--- src/rtl/joy_db9_pkg.sv ---
// Shared definitions for the DB9 joystick conditioning stage: word layout,
// button bit positions and the Mode+Start combo state encoding.
package joy_db9_pkg;

    localparam int JOY_W     = 12;
    localparam int DEB_CNT_W = 4;

    localparam int JOY_R = 0;
    localparam int JOY_L = 1;
    localparam int JOY_D = 2;
    localparam int JOY_U = 3;
    localparam int JOY_A = 4;
    localparam int JOY_B = 5;
    localparam int JOY_C = 6;
    localparam int JOY_X = 7;
    localparam int JOY_Y = 8;
    localparam int JOY_Z = 9;
    localparam int JOY_S = 10;
    localparam int JOY_M = 11;

    typedef enum logic [1:0] {
        IDLE  = 2'd0,
        HOLD  = 2'd1,
        FIRED = 2'd2
    } combo_state_t;

endpackage

--- src/rtl/joy_db9_debounce_bit.sv ---
// One button bit: two-flop synchroniser followed by a tick-counted debouncer.
// The output only flips after DEB_TICKS consecutive disagreeing ticks.
module joy_db9_debounce_bit
    import joy_db9_pkg::*;
#(
    parameter int DEB_TICKS = 4
) (
    input  logic clk,
    input  logic reset,
    input  logic din,
    input  logic tick,
    output logic dout
);

    logic                 sync1_reg;
    logic                 sync2_reg;
    logic                 out_reg;
    logic [DEB_CNT_W-1:0] cnt_reg;

    always_ff @(posedge clk or posedge reset) begin
        if (reset) begin
            sync1_reg <= 1'b0;
            sync2_reg <= 1'b0;
            out_reg   <= 1'b0;
            cnt_reg   <= '0;
        end else begin
            sync1_reg <= din;
            sync2_reg <= sync1_reg;
            // Any agreement restarts the count, so short glitches never accumulate.
            if (sync2_reg == out_reg) begin
                cnt_reg <= '0;
            end else if (tick) begin
                if (cnt_reg == DEB_CNT_W'(DEB_TICKS - 1)) begin
                    out_reg <= sync2_reg;
                    cnt_reg <= '0;
                end else begin
                    cnt_reg <= cnt_reg + DEB_CNT_W'(1);
                end
            end
        end
    end

    assign dout = out_reg;

endmodule

--- src/rtl/joy_db9_cond.sv ---
// Conditions both DB9 joystick words: per-bit sync + debounce, per-port change
// strobes and a held Mode+Start detector that requests the OSD.
module joy_db9_cond
    import joy_db9_pkg::*;
#(
    parameter int TICK_DIV    = 50000,
    parameter int DEB_TICKS   = 4,
    parameter int COMBO_TICKS = 1000
) (
    input  logic             clk,
    input  logic             reset,
    input  logic [JOY_W-1:0] joy1_in,
    input  logic [JOY_W-1:0] joy2_in,
    output logic [JOY_W-1:0] joy1_out,
    output logic [JOY_W-1:0] joy2_out,
    output logic             joy1_chg,
    output logic             joy2_chg,
    output logic             osd_req,
    output logic             osd_hold
);

    localparam int PRE_W  = $clog2(TICK_DIV);
    localparam int HOLD_W = $clog2(COMBO_TICKS + 1);

    logic [PRE_W-1:0] presc_reg;
    logic             tick;

    always_ff @(posedge clk or posedge reset) begin
        if (reset) begin
            presc_reg <= '0;
        end else if (presc_reg == PRE_W'(TICK_DIV - 1)) begin
            presc_reg <= '0;
        end else begin
            presc_reg <= presc_reg + PRE_W'(1);
        end
    end

    assign tick = (presc_reg == PRE_W'(TICK_DIV - 1));

    // Port 1 occupies the low half, port 2 the high half.
    logic [2*JOY_W-1:0] raw_all;
    logic [2*JOY_W-1:0] deb_all;

    assign raw_all = {joy2_in, joy1_in};

    generate
        for (genvar gi = 0; gi < 2 * JOY_W; gi++) begin : g_bit
            joy_db9_debounce_bit #(
                .DEB_TICKS(DEB_TICKS)
            ) u_bit (
                .clk  (clk),
                .reset(reset),
                .din  (raw_all[gi]),
                .tick (tick),
                .dout (deb_all[gi])
            );
        end
    endgenerate

    assign joy1_out = deb_all[JOY_W-1:0];
    assign joy2_out = deb_all[2*JOY_W-1:JOY_W];

    logic [JOY_W-1:0] joy1_prev_reg;
    logic [JOY_W-1:0] joy2_prev_reg;

    always_ff @(posedge clk or posedge reset) begin
        if (reset) begin
            joy1_prev_reg <= '0;
            joy2_prev_reg <= '0;
        end else begin
            joy1_prev_reg <= joy1_out;
            joy2_prev_reg <= joy2_out;
        end
    end

    assign joy1_chg = |(joy1_out ^ joy1_prev_reg);
    assign joy2_chg = |(joy2_out ^ joy2_prev_reg);

    logic combo;
    assign combo = (joy1_out[JOY_M] & joy1_out[JOY_S]) |
                   (joy2_out[JOY_M] & joy2_out[JOY_S]);

    combo_state_t      state_reg;
    combo_state_t      state_next;
    logic [HOLD_W-1:0] hold_reg;
    logic [HOLD_W-1:0] hold_next;
    logic              fire;
    logic              osd_req_reg;

    always_ff @(posedge clk or posedge reset) begin
        if (reset) begin
            state_reg   <= IDLE;
            hold_reg    <= '0;
            osd_req_reg <= 1'b0;
        end else begin
            state_reg   <= state_next;
            hold_reg    <= hold_next;
            osd_req_reg <= fire;
        end
    end

    always_comb begin
        state_next = state_reg;
        hold_next  = hold_reg;
        fire       = 1'b0;
        case (state_reg)
            IDLE: begin
                if (combo) begin
                    state_next = HOLD;
                    hold_next  = '0;
                end
            end
            HOLD: begin
                // Release wins over a coincident tick.
                if (!combo) begin
                    state_next = IDLE;
                end else if (tick) begin
                    if (hold_reg == HOLD_W'(COMBO_TICKS - 1)) begin
                        fire       = 1'b1;
                        state_next = FIRED;
                    end else begin
                        hold_next = hold_reg + HOLD_W'(1);
                    end
                end
            end
            FIRED: begin
                if (!combo) begin
                    state_next = IDLE;
                end
            end
            default: begin
                state_next = IDLE;
            end
        endcase
    end

    always_comb begin
        osd_hold = (state_reg == FIRED);
        osd_req  = osd_req_reg;
    end

endmodule

--- config.mk ---
export PLATFORM = sky130hd
export DESIGN_NAME = joy_db9_cond
export DESIGN_NICKNAME = d
export VERILOG_FILES = /design/src/rtl/joy_db9_pkg.sv /design/src/rtl/joy_db9_debounce_bit.sv /design/src/rtl/joy_db9_cond.sv
export SDC_FILE = /design/constraint.sdc
export NUM_CORES = 1
export LEC_CHECK = 0
export ABC_AREA = 1
export CAP_MARGIN = 25
export CORE_UTILIZATION = 45
export CTS_BUF_LIST = sky130_fd_sc_hd__clkbuf_2 sky130_fd_sc_hd__clkbuf_4 sky130_fd_sc_hd__clkbuf_8
export CTS_CLUSTER_SIZE = 40
export DETAILED_ROUTE_END_ITERATION = 10
export PLACE_DENSITY = 0.69
export REMOVE_ABC_BUFFERS = 1
export SYNTH_ARGS = -nofsm -noshare
export SYNTH_HDL_FRONTEND = slang
export SYNTH_SLANG_ARGS = --single-unit
--- constraint.sdc ---
create_clock -name clk -period 6.9 [get_ports clk]
set_input_delay 0.69 -clock clk [delete_from_list [all_inputs] [get_ports clk]]
set_output_delay 0.69 -clock clk [all_outputs]
set_load 0.02 [all_outputs]
==> results of run 1 <==
## final cells by class
cell class              count  share of cell area (%)
inverters                 111                    3.63
well taps                 280                    3.00
multi-input cells         764                    34.1
clock buffers              62                    6.35
clock inverters             5                   0.504
flip-flops and latches    221                    47.4
repair buffers             58                    5.04
## final timing paths
| path | end | slack, ps | cells past startpoint |
|---|---|---|---|
| max in group asynchronous | joy1_prev_reg[5] | 4670 | 4 |
| max reg2reg | g_bit[10].u_bit.dout | 4300 | 10 |
| max | joy2_chg | 3780 | 5 |
| min | g_bit[21].u_bit.sync2_reg | 340 | 0 |
| min in group asynchronous | g_bit[10].u_bit.cnt_reg[3] | 510 | 2 |
| min reg2reg | g_bit[21].u_bit.sync2_reg | 340 | 0 |
## through the flow
step	total power [µW]	setup WS, ps	cells	instance area [µm²]	hold slack [ps]
2_1_floorplan	1380	161	1096	9920	331
3_3_place_gp	1410	3900	1433	10800	332
3_5_place_dp	1410	3910	1433	10800	335
4_1_cts	2650	3730	1500	11600	340
5_1_grt	2730	3720	1501	11700	350
6_report	2610	3780	1501	11700	337
## power groups by stage
stage | Combinational [µW] | Sequential, µW | Clock, µW
3_3_place_gp | 68.0 | 1340 | 0
2_1_floorplan | 40.3 | 1340 | 0
4_1_cts | 68.2 | 1320 | 1260
6_report | 67.2 | 1320 | 1220
3_5_place_dp | 67.9 | 1340 | 0
5_1_grt | 78.3 | 1320 | 1330
## per-layer routing
metal,routed length (µm),up-vias,global-route usage (%)
met2,8500,128,27.1
met3,869,39,3.63
met5,0,-,0
met4,452,0,6.64
li1,-,3747,-
met1,8680,3442,21.9
## cell usage in the layout (no fill, tap or decap), drive strengths merged, types with 26 or more instances in the layout
cell type      instances
clkdlybuf4s50         53
nand2                269
clkbuf                62
inv                  112
or2                   28
o21ai                 86
nor2                  82
xnor2                 36
nand3                148
dfrtp                221
xor2                  40
ha                    26
## synthesized netlist by cell type, types with 2 or more instances
cell type | count | area, µm²
sky130_fd_sc_hd__nand2_1 | 267 | 1000
sky130_fd_sc_hd__dfrtp_1 | 221 | 5530
sky130_fd_sc_hd__nand3_1 | 148 | 741
sky130_fd_sc_hd__inv_1 | 110 | 413
sky130_fd_sc_hd__nor2_1 | 80 | 300
sky130_fd_sc_hd__o21ai_0 | 78 | 390
sky130_fd_sc_hd__xor2_1 | 40 | 350
sky130_fd_sc_hd__xnor2_1 | 36 | 315
sky130_fd_sc_hd__buf_4 | 31 | 233
sky130_fd_sc_hd__or2_2 | 28 | 175
sky130_fd_sc_hd__ha_1 | 26 | 325
sky130_fd_sc_hd__nor3_1 | 16 | 80.1
sky130_fd_sc_hd__nand3b_1 | 14 | 105
sky130_fd_sc_hd__a21oi_1 | 8 | 40.0
sky130_fd_sc_hd__buf_6 | 8 | 90.1
sky130_fd_sc_hd__nand4_1 | 7 | 43.8
sky130_fd_sc_hd__o21ai_1 | 7 | 35.0
sky130_fd_sc_hd__buf_2 | 2 | 10.0
sky130_fd_sc_hd__clkbuf_1 | 2 | 7.51
sky130_fd_sc_hd__nand2_2 | 2 | 12.5
## logic make-up after synthesis
logic type,share of synthesized area (%)
compound gates,4.77
xor+xnor,6.48
fa+ha+maj,3.16
buf+inv,7.55
flops,53.8
simple gates,24.2
## worst max-delay path: cells and delay by family, from the launching register on
| family | cells | cell delay (ps) |
|---|---|---|
| XOR/XNOR | 1 | 190 |
| flip-flops | 1 | 430 |
| AND/OR/NAND/NOR | 3 | 710 |
| buffers and inverters | 1 | 580 |
==> reports/qor.json, run 1 <==
{
  "cts.repair_timing.setup_buffer_count": {"value": 0},
  "syn_area_per_cell": {"value": 9.01, "unit": "µm²"},
  "yosys_register_bits": {"value": 221},
  "crit_end_category": {"value": "primary output"},
  "first_pass_iters": {"value": 4},
  "synthesis.instances": {"value": 1141},
  "asyncSetResetFlopFracSynth": {"value": 100, "unit": "%"},
  "layout-area-overhead-vs-synth": {"value": 13.5, "unit": "%"},
  "worstPathMaxFanout": {"value": 5},
  "clock_skew": {"value": 19.0, "unit": "ps"},
  "cts.clk_slew.worst_paths": {"value": 50, "unit": "ps"},
  "hold_start": {"value": "g_bit[21].u_bit.sync1_reg"},
  "grt.overflow.total": {"value": 0},
  "cts.htree.levels": {"value": 2},
  "ant_nets": {"value": 0},
  "multi_input_comb_area": {"value": 3980, "unit": "µm²"},
  "detailroute.via_count": {"value": 7356},
  "worstMarginPinSlew": {"value": 974, "unit": "ps"},
  "worst_r2r_startpoint": {"value": "presc_reg[0]"},
  "power_switching_share": {"value": 21.5, "unit": "%"},
  "setup.worst_path.class": {"value": "reg -> out"},
  "hpwlAfterDp": {"value": 12.1, "unit": "mm"},
  "clock_latency": {"value": 530, "unit": "ps"},
  "first_global_vias": {"value": 7194},
  "leakagePower": {"value": 0.00575, "unit": "µW"},
  "placement_rows": {"value": 54},
  "cpPeakStageDelay": {"value": 580, "unit": "ps"},
  "ys_dominant_reg_cell": {"value": "sky130_fd_sc_hd__dfrtp_1"},
  "post_layout_minimum_cycle_time": {"value": 3120, "unit": "ps"},
  "tritoncts": {"value": "yes"},
  "initial_core_util": {"value": 46.5, "unit": "%"},
  "die_x": {"value": 153, "unit": "µm"},
  "p_clk_share": {"value": 46.9, "unit": "%"},
  "io_buffers": {"value": 53},
  "rsz_0062_raised_after_global_routing": {"value": "no"},
  "report.final.setup_viol": {"value": 0},
  "timing.hold.worst.class": {"value": "reg -> reg"},
  "p_int": {"value": 2050, "unit": "µW"},
  "drt-vias-per-instance": {"value": 4.90},
  "top_achievable_clock_speed": {"value": 321, "unit": "MHz"},
  "period_share": {"value": 45.2, "unit": "%"},
  "irDropWorstVdd": {"value": 145, "unit": "µV"},
  "worst_ep_arrival_time": {"value": 2430, "unit": "ps"},
  "grt_max_degree": {"value": 149},
  "synth.cell_area": {"value": 10300, "unit": "µm²"},
  "drv_slew": {"value": 0},
  "maximum_buffer_depth_of_the_clock_tree": {"value": 3},
  "maxCapViolCount": {"value": 0},
  "first_iter_violations": {"value": 334},
  "regArea": {"value": 5530, "unit": "µm²"},
  "critical_path_required": {"value": 6210, "unit": "ps"},
  "share_of_synthesized_area_occupied_by_flip_flops_and_latches": {"value": 53.8, "unit": "%"},
  "grt_pass1_wl": {"value": 32.6, "unit": "mm"},
  "timing.final.hold_violations": {"value": 0},
  "wire_per_inst": {"value": 12.3, "unit": "µm"},
  "worstSetupStartpointType": {"value": "register"},
  "crit_path_cell_trace": {"value": "xnor2_1, nand3_1, nor3_1, nand3_1, clkdlybuf4s50_1"},
  "final_weighted_congestion_in_routability_driven_placement": {"value": 0.835},
  "placeableCoreArea": {"value": 22100, "unit": "µm²"},
  "cp-startpoint": {"value": "g_bit[21].u_bit.dout"},
  "largest_register_ff_count": {"value": 96},
  "totalWireLength": {"value": 18.5, "unit": "mm"},
  "postCtsHoldBufs": {"value": 0},
  "synth-edff-count": {"value": 0},
  "yosys.cell_types.count": {"value": 30},
  "antenna-diode-count": {"value": 0},
  "comb_power_share": {"value": 2.6, "unit": "%"},
  "clock_sinks": {"value": 221},
  "synthesis.yosys.warnings": {"value": 0},
  "drive_gt1_share": {"value": 8.85, "unit": "%"},
  "cts_root_buf": {"value": "sky130_fd_sc_hd__clkbuf_8"},
  "die_h": {"value": 153, "unit": "µm"},
  "crit_slowest_cell": {"value": "sky130_fd_sc_hd__clkdlybuf4s50_1"},
  "power_density": {"value": 224, "unit": "nW/µm²"},
  "ios": {"value": 54},
  "critical-path-top-cell-by-count": {"value": "sky130_fd_sc_hd__nand3_1"},
  "proportion_of_power_drawn_by_flip_flops_and_latches": {"value": 50.5, "unit": "%"},
  "setup_total_negative_slack": {"value": 0, "unit": "ps"},
  "net-switching-power": {"value": 560, "unit": "µW"},
  "cts_made_buffers": {"value": 38},
  "post_cts_resized": {"value": 0},
  "status": {"value": "finished, final reports clean"},
  "fin_nets": {"value": 1246},
  "number_of_antenna_violations_at_the_first_check_in_global_routing": {"value": 0},
  "final_util": {"value": 52.8, "unit": "%"},
  "slew-limit-headroom": {"value": 35.0, "unit": "%"},
  "filler_cell_count": {"value": 1974},
  "global_route.usage.total": {"value": 16.8, "unit": "%"},
  "dieArea": {"value": 23500, "unit": "µm²"},
  "post-route-drc-count": {"value": 0}
}
No activity file was read; power rests on OpenSTA's default activity.
==> run 2, diff against run 1 <==
==> constraint.sdc (replaced) <==
create_clock -name clk -period 2.85 [get_ports clk]
set_input_delay 0.285 -clock clk [delete_from_list [all_inputs] [get_ports clk]]
set_output_delay 0.285 -clock clk [all_outputs]
set_load 0.02 [all_outputs]
==> run 2 against run 1 <==
Effect of this change: sequential cell count did not move; critical path type unchanged; die area unchanged; count of clock-buffer cells in the layout is 1 higher; total power rose by 140%; largest cell class unchanged; first-iteration DRC count grew 16%.
==> reports/qor.json, run 2 (synthesis gave the netlist of run 1 again) <==
{
  "status": {"value": "finished, final reports clean"},
  "cts.clk_slew.worst_paths": {"value": 60, "unit": "ps"},
  "crit_slowest_cell": {"value": "sky130_fd_sc_hd__clkdlybuf4s50_1"},
  "final_util": {"value": 53.2, "unit": "%"},
  "layout.cells.non_filler": {"value": 1508},
  "dieArea": {"value": 23500, "unit": "µm²"},
  "post_cts_resized": {"value": 0},
  "initial_core_util": {"value": 46.5, "unit": "%"},
  "post_layout_minimum_cycle_time": {"value": 2630, "unit": "ps"},
  "holdPathEnd": {"value": "g_bit[14].u_bit.sync1_reg"},
  "final_weighted_congestion_in_routability_driven_placement": {"value": 0.861},
  "rr_endpoint": {"value": "g_bit[5].u_bit.cnt_reg[0]"},
  "place_inst": {"value": 1437},
  "irDropWorstVdd": {"value": 360, "unit": "µV"},
  "cts_made_buffers": {"value": 40},
  "drive_gt1_share": {"value": 9.36, "unit": "%"},
  "number_of_antenna_violations_at_the_first_check_in_global_routing": {"value": 0},
  "worstMarginPinSlew": {"value": 619, "unit": "ps"},
  "p_int": {"value": 4990, "unit": "µW"},
  "filler_cell_count": {"value": 1986},
  "cts_root_buf": {"value": "sky130_fd_sc_hd__clkbuf_8"},
  "maximum_buffer_depth_of_the_clock_tree": {"value": 3},
  "antenna-diode-count": {"value": 0},
  "grt_pass1_wl": {"value": 33.6, "unit": "mm"},
  "io_buffers": {"value": 53},
  "grt_max_degree": {"value": 86},
  "grt.overflow.total": {"value": 0},
  "p_clk_share": {"value": 47.4, "unit": "%"},
  "clock_sinks": {"value": 221},
  "report.final.setup_viol": {"value": 0},
  "timing.hold.worst.class": {"value": "in -> reg"},
  "ios": {"value": 54},
  "placeableCoreArea": {"value": 22100, "unit": "µm²"},
  "critical-path-top-cell-by-count": {"value": "sky130_fd_sc_hd__nand3_1"},
  "proportion_of_power_drawn_by_flip_flops_and_latches": {"value": 50.0, "unit": "%"},
  "worst_ep_arrival_time": {"value": 2350, "unit": "ps"},
  "postLayoutCellArea": {"value": 11800, "unit": "µm²"},
  "cts.repair_timing.setup_buffer_count": {"value": 0},
  "drt-vias-per-instance": {"value": 4.91},
  "maxCapViolCount": {"value": 0},
  "top_achievable_clock_speed": {"value": 380, "unit": "MHz"},
  "most_common_cell_after_layout_fill_and_taps_aside": {"value": "sky130_fd_sc_hd__nand2_1"},
  "cp.buffers_inverters": {"value": 1},
  "wire_per_inst": {"value": 12.5, "unit": "µm"},
  "first_iter_violations": {"value": 388},
  "rsz_0062_raised_after_global_routing": {"value": "no"},
  "finalHoldWorstSlack": {"value": 186, "unit": "ps"},
  "first_pass_iters": {"value": 5},
  "worstPathMaxFanout": {"value": 5},
  "report.power.total": {"value": 6390, "unit": "µW"},
  "power_density": {"value": 543, "unit": "nW/µm²"},
  "period_share": {"value": 92.4, "unit": "%"},
  "ant_nets": {"value": 0},
  "placement_rows": {"value": 54},
  "power_switching_share": {"value": 21.9, "unit": "%"},
  "comb_power_share": {"value": 2.6, "unit": "%"},
  "critical_path_required": {"value": 2570, "unit": "ps"},
  "crit_end_category": {"value": "primary output"},
  "hold_start": {"value": "joy2_in[2]"},
  "postCtsHoldBufs": {"value": 0},
  "timing.final.hold_violations": {"value": 0},
  "worst_r2r_startpoint": {"value": "presc_reg[0]"},
  "crit_path_cell_trace": {"value": "xnor2_1, nand3_1, nor3_1, nand3_1, clkdlybuf4s50_1"},
  "first_global_vias": {"value": 7337},
  "hpwlAfterDp": {"value": 12.6, "unit": "mm"},
  "post-route-drc-count": {"value": 0},
  "regArea": {"value": 5530, "unit": "µm²"},
  "layout.cells.most_common_list": {"value": "sky130_fd_sc_hd__nand2_1, sky130_fd_sc_hd__dfrtp_1, sky130_fd_sc_hd__nand3_1"},
  "reg_to_reg_setup_timing_slack": {"value": 790, "unit": "ps"},
  "tritoncts": {"value": "yes"},
  "slew-limit-headroom": {"value": 58.8, "unit": "%"},
  "clock_skew": {"value": 23.8, "unit": "ps"},
  "critical_path.top_delay_family": {"value": "simple AND/OR/NAND/NOR gates"},
  "leakagePower": {"value": 0.00580, "unit": "µW"},
  "drv_slew": {"value": 0},
  "net-switching-power": {"value": 1400, "unit": "µW"},
  "clock_latency": {"value": 530, "unit": "ps"},
  "whs_path_depth": {"value": 1},
  "die_x": {"value": 153, "unit": "µm"},
  "global_route.usage.total": {"value": 17.3, "unit": "%"},
  "fin_nets": {"value": 1251},
  "worstSetupStartpointType": {"value": "register"},
  "setup.worst_path.class": {"value": "reg -> out"},
  "layout-area-overhead-vs-synth": {"value": 14.4, "unit": "%"},
  "detailroute.via_count": {"value": 7398},
  "cts.htree.levels": {"value": 2},
  "largest_register_ff_count": {"value": 96},
  "totalWireLength": {"value": 18.9, "unit": "mm"},
  "die_h": {"value": 153, "unit": "µm"},
  "multi_input_comb_area": {"value": 3980, "unit": "µm²"},
  "r2r.worst_path.cells": {"value": 9},
  "placed_cell_area": {"value": 10900, "unit": "µm²"},
  "cpPeakStageDelay": {"value": 590, "unit": "ps"}
}
run 2: area by class of cell:
| class | count | share of cell area (%) |
|---|---|---|
| Tap cell | 280 | 2.98 |
| Sequential cell | 221 | 47.0 |
| Timing Repair Buffer | 61 | 5.45 |
| Clock buffer | 63 | 6.73 |
| Inverter | 111 | 3.61 |
| Clock inverter | 8 | 0.383 |
| Multi-Input combinational cell | 764 | 33.8 |
run 2: worst reg2reg max path: stages, from the launching register on:
cell                      delay, ps
sky130_fd_sc_hd__dfrtp_1        370
sky130_fd_sc_hd__ha_1           210
sky130_fd_sc_hd__nand2_2         90
sky130_fd_sc_hd__nor2_4         120
sky130_fd_sc_hd__nand2_1        100
sky130_fd_sc_hd__nor2_4         170
sky130_fd_sc_hd__buf_4          500
sky130_fd_sc_hd__nor2_1         210
sky130_fd_sc_hd__nand2_1         90
sky130_fd_sc_hd__o21ai_0         90
run 2: per-layer routing:
layer	vias up	GRT usage (%)	routed length (µm)
li1	3761	-	-
met1	3459	22.8	8840
met2	131	27.9	8710
met3	47	3.49	835
met4	0	7.02	499
met5	-	0	0
run 2: metrics by stage:
step,setup slack (ps),TNS (ps)
3_5_place_dp,734,0
5_1_grt,85.5,0
2_1_floorplan,-3480,-994130
6_report,216,0
3_3_place_gp,729,0
4_1_cts,144,0
run 2: worst max path at each step:
stage,start,to,cells past startpoint
floorplan,reset,g_bit[0].u_bit.cnt_reg[0],1
global placement,g_bit[21].u_bit.dout,joy2_chg,5
detailed placement,g_bit[21].u_bit.dout,joy2_chg,5
CTS,g_bit[21].u_bit.dout,joy2_chg,5
global route,g_bit[21].u_bit.dout,joy2_chg,5
finish,g_bit[21].u_bit.dout,joy2_chg,5
run 2: power groups by stage:
stage,Clock [µW],Sequential [µW],Combinational [µW]
2_1_floorplan,0,3240,97.6
3_3_place_gp,0,3250,172
3_5_place_dp,0,3250,171
4_1_cts,3150,3190,173
5_1_grt,3300,3200,192
6_report,3030,3200,166
==> run 3, diff against run 2 <==
--- a/config.mk
+++ b/config.mk
@@ -11,7 +11,8 @@
 export CTS_BUF_LIST = sky130_fd_sc_hd__clkbuf_2 sky130_fd_sc_hd__clkbuf_4 sky130_fd_sc_hd__clkbuf_8
 export CTS_CLUSTER_SIZE = 40
 export DETAILED_ROUTE_END_ITERATION = 10
-export PLACE_DENSITY = 0.69
+export GPL_ROUTABILITY_DRIVEN = 0
+export PLACE_DENSITY = 0.67
 export REMOVE_ABC_BUFFERS = 1
 export SYNTH_ARGS = -nofsm -noshare
 export SYNTH_HDL_FRONTEND = slang
==> constraint.sdc (replaced) <==
create_clock -name clk -period 3.4 [get_ports clk]
set_input_delay 0.34 -clock clk [delete_from_list [all_inputs] [get_ports clk]]
set_output_delay 0.34 -clock clk [all_outputs]
set_load 0.02 [all_outputs]
==> run 3 against run 2 <==
Effect of this change: routed wire length fell by 2.5%; worst hold slack better by 68 ps; total power is 18% lower; die area unchanged; sequential cell count is the same; largest cell class unchanged; final cell count decreased by 0.40%; combinational power shrank 16%; clock power shrank 19%; sequential share of layout area increased by 0.27 points; global-route usage shrank 0.77 points.
==> reports/qor.json, run 3 (synthesis gave the netlist of run 1 again) <==
{
  "status": {"value": "finished, final reports clean"},
  "top_achievable_clock_speed": {"value": 391, "unit": "MHz"},
  "placeableCoreArea": {"value": 22100, "unit": "µm²"},
  "tritoncts": {"value": "yes"},
  "slew-limit-headroom": {"value": 49.5, "unit": "%"},
  "worst_ep_arrival_time": {"value": 2220, "unit": "ps"},
  "first_global_vias": {"value": 6954},
  "finalHoldWorstSlack": {"value": 254, "unit": "ps"},
  "most_common_cell_after_layout_fill_and_taps_aside": {"value": "sky130_fd_sc_hd__nand2_1"},
  "setup_total_negative_slack": {"value": 0, "unit": "ps"},
  "worst_slack_at_placement": {"value": 1010, "unit": "ps"},
  "worstPathMaxFanout": {"value": 5},
  "io_buffers": {"value": 53},
  "grt.overflow.total": {"value": 0},
  "first_pass_iters": {"value": 4},
  "clock_sinks": {"value": 221},
  "drive_gt1_share": {"value": 8.92, "unit": "%"},
  "die_h": {"value": 153, "unit": "µm"},
  "leakagePower": {"value": 0.00576, "unit": "µW"},
  "worstSetupStartpointType": {"value": "register"},
  "detailroute.via_count": {"value": 7285},
  "crit_end_category": {"value": "primary output"},
  "timing.hold.worst.class": {"value": "in -> reg"},
  "drv_slew": {"value": 0},
  "ios": {"value": 54},
  "dieArea": {"value": 23500, "unit": "µm²"},
  "drt-vias-per-instance": {"value": 4.85},
  "worstMarginPinSlew": {"value": 758, "unit": "ps"},
  "antenna-diode-count": {"value": 0},
  "first_iter_violations": {"value": 280},
  "maxCapViolCount": {"value": 0},
  "placement_rows": {"value": 54},
  "die_x": {"value": 153, "unit": "µm"},
  "power_density": {"value": 450, "unit": "nW/µm²"},
  "clock_latency": {"value": 520, "unit": "ps"},
  "setup_ws": {"value": 841, "unit": "ps"},
  "global_route.usage.total": {"value": 16.5, "unit": "%"},
  "wire_per_inst": {"value": 12.3, "unit": "µm"},
  "ant_nets": {"value": 0},
  "layout-area-overhead-vs-synth": {"value": 13.8, "unit": "%"},
  "number_of_antenna_violations_at_the_first_check_in_global_routing": {"value": 0},
  "cts.htree.levels": {"value": 2},
  "totalWireLength": {"value": 18.4, "unit": "mm"},
  "period_share": {"value": 75.3, "unit": "%"},
  "cts.clk_slew.worst_paths": {"value": 60, "unit": "ps"},
  "report.final.setup_viol": {"value": 0},
  "post_cts_resized": {"value": 0},
  "grt_pass1_wl": {"value": 32.2, "unit": "mm"},
  "clock_skew": {"value": 14.9, "unit": "ps"},
  "grt_max_degree": {"value": 155},
  "hpwlAfterDp": {"value": 12.1, "unit": "mm"},
  "timing.final.hold_violations": {"value": 0},
  "postCtsHoldBufs": {"value": 0},
  "maximum_buffer_depth_of_the_clock_tree": {"value": 3},
  "initial_core_util": {"value": 46.5, "unit": "%"},
  "report.power.total": {"value": 5260, "unit": "µW"},
  "irDropWorstVdd": {"value": 304, "unit": "µV"},
  "setup.worst_path.class": {"value": "reg -> out"},
  "largest_register_ff_count": {"value": 96},
  "cts_made_buffers": {"value": 38},
  "cts_root_buf": {"value": "sky130_fd_sc_hd__clkbuf_8"},
  "critical_path_required": {"value": 3060, "unit": "ps"},
  "cts.repair_timing.setup_buffer_count": {"value": 0},
  "post_layout_minimum_cycle_time": {"value": 2560, "unit": "ps"},
  "layout.cells.most_common_list": {"value": "sky130_fd_sc_hd__nand2_1, sky130_fd_sc_hd__dfrtp_1, sky130_fd_sc_hd__nand3_1"},
  "fin_nets": {"value": 1247},
  "rsz_0062_raised_after_global_routing": {"value": "no"},
  "post-route-drc-count": {"value": 0}
}
==> run 3: changes by cell type in the layout (fill, tap and decap cells not counted), sizes merged <==
cell      previous run  this run
inv                111       113
buf                  8         6
clkinvlp             2         0
clkinv               6         8
clkbuf              63        57
==> run 3: worst paths after layout <==
kind	start	end	slack, ps	depth (start not counted)
worst max register to register	presc_reg[0]	hold_reg[0]	1050	10
min in group asynchronous	reset	presc_reg[14]	350	2
max in group asynchronous	reset	g_bit[17].u_bit.cnt_reg[0]	2260	3
worst min register to register	g_bit[13].u_bit.sync1_reg	g_bit[13].u_bit.sync2_reg	350	0
worst min-delay path	joy2_in[3]	g_bit[15].u_bit.sync1_reg	250	1
worst max-delay path	g_bit[2].u_bit.dout	joy1_chg	840	5
==> run 3: critical path: stages, from the launching register on <==
cell and delay [ps]:
sky130_fd_sc_hd__dfrtp_1 440, sky130_fd_sc_hd__xnor2_1 170, sky130_fd_sc_hd__nand2_1 90, sky130_fd_sc_hd__nor3_1 260
sky130_fd_sc_hd__nand3_1 170, sky130_fd_sc_hd__clkdlybuf4s50_1 570
==> run 3: layout make-up <==
cell class,instances,area [µm²]
Clock inverter,10,57.6
Sequential cell,221,5530
Fill cell,2003,10400
Inverter,111,424
Clock buffer,57,741
Multi-Input combinational cell,764,3980
Timing Repair Buffer,59,613
Tap cell,280,350
==> run 3: power by group <==
group | switching, µW | internal [µW] | leakage (µW)
sequential | 15.7 | 2660 | 0.00296
combinational | 91.8 | 47.6 | 0.00237
clock | 1050 | 1400 | 0.000432
==> run 3: through the flow <==
stage	instance area, µm²	cells	util [%]
after floorplan	9920	1096	-
after global placement	10900	1435	49.3
after detailed placement	10900	1435	49.3
after CTS	11700	1502	52.9
after global routing	11700	1502	52.9
final	11700	1502	52.9
==> run 3: metal layers <==
layer | global-route usage (%) | share of wire [%]
met1 | 22.1 | 48
met2 | 27.0 | 46
met3 | 3.09 | 3.6
met4 | 5.82 | 2.3
met5 | 0 | 0
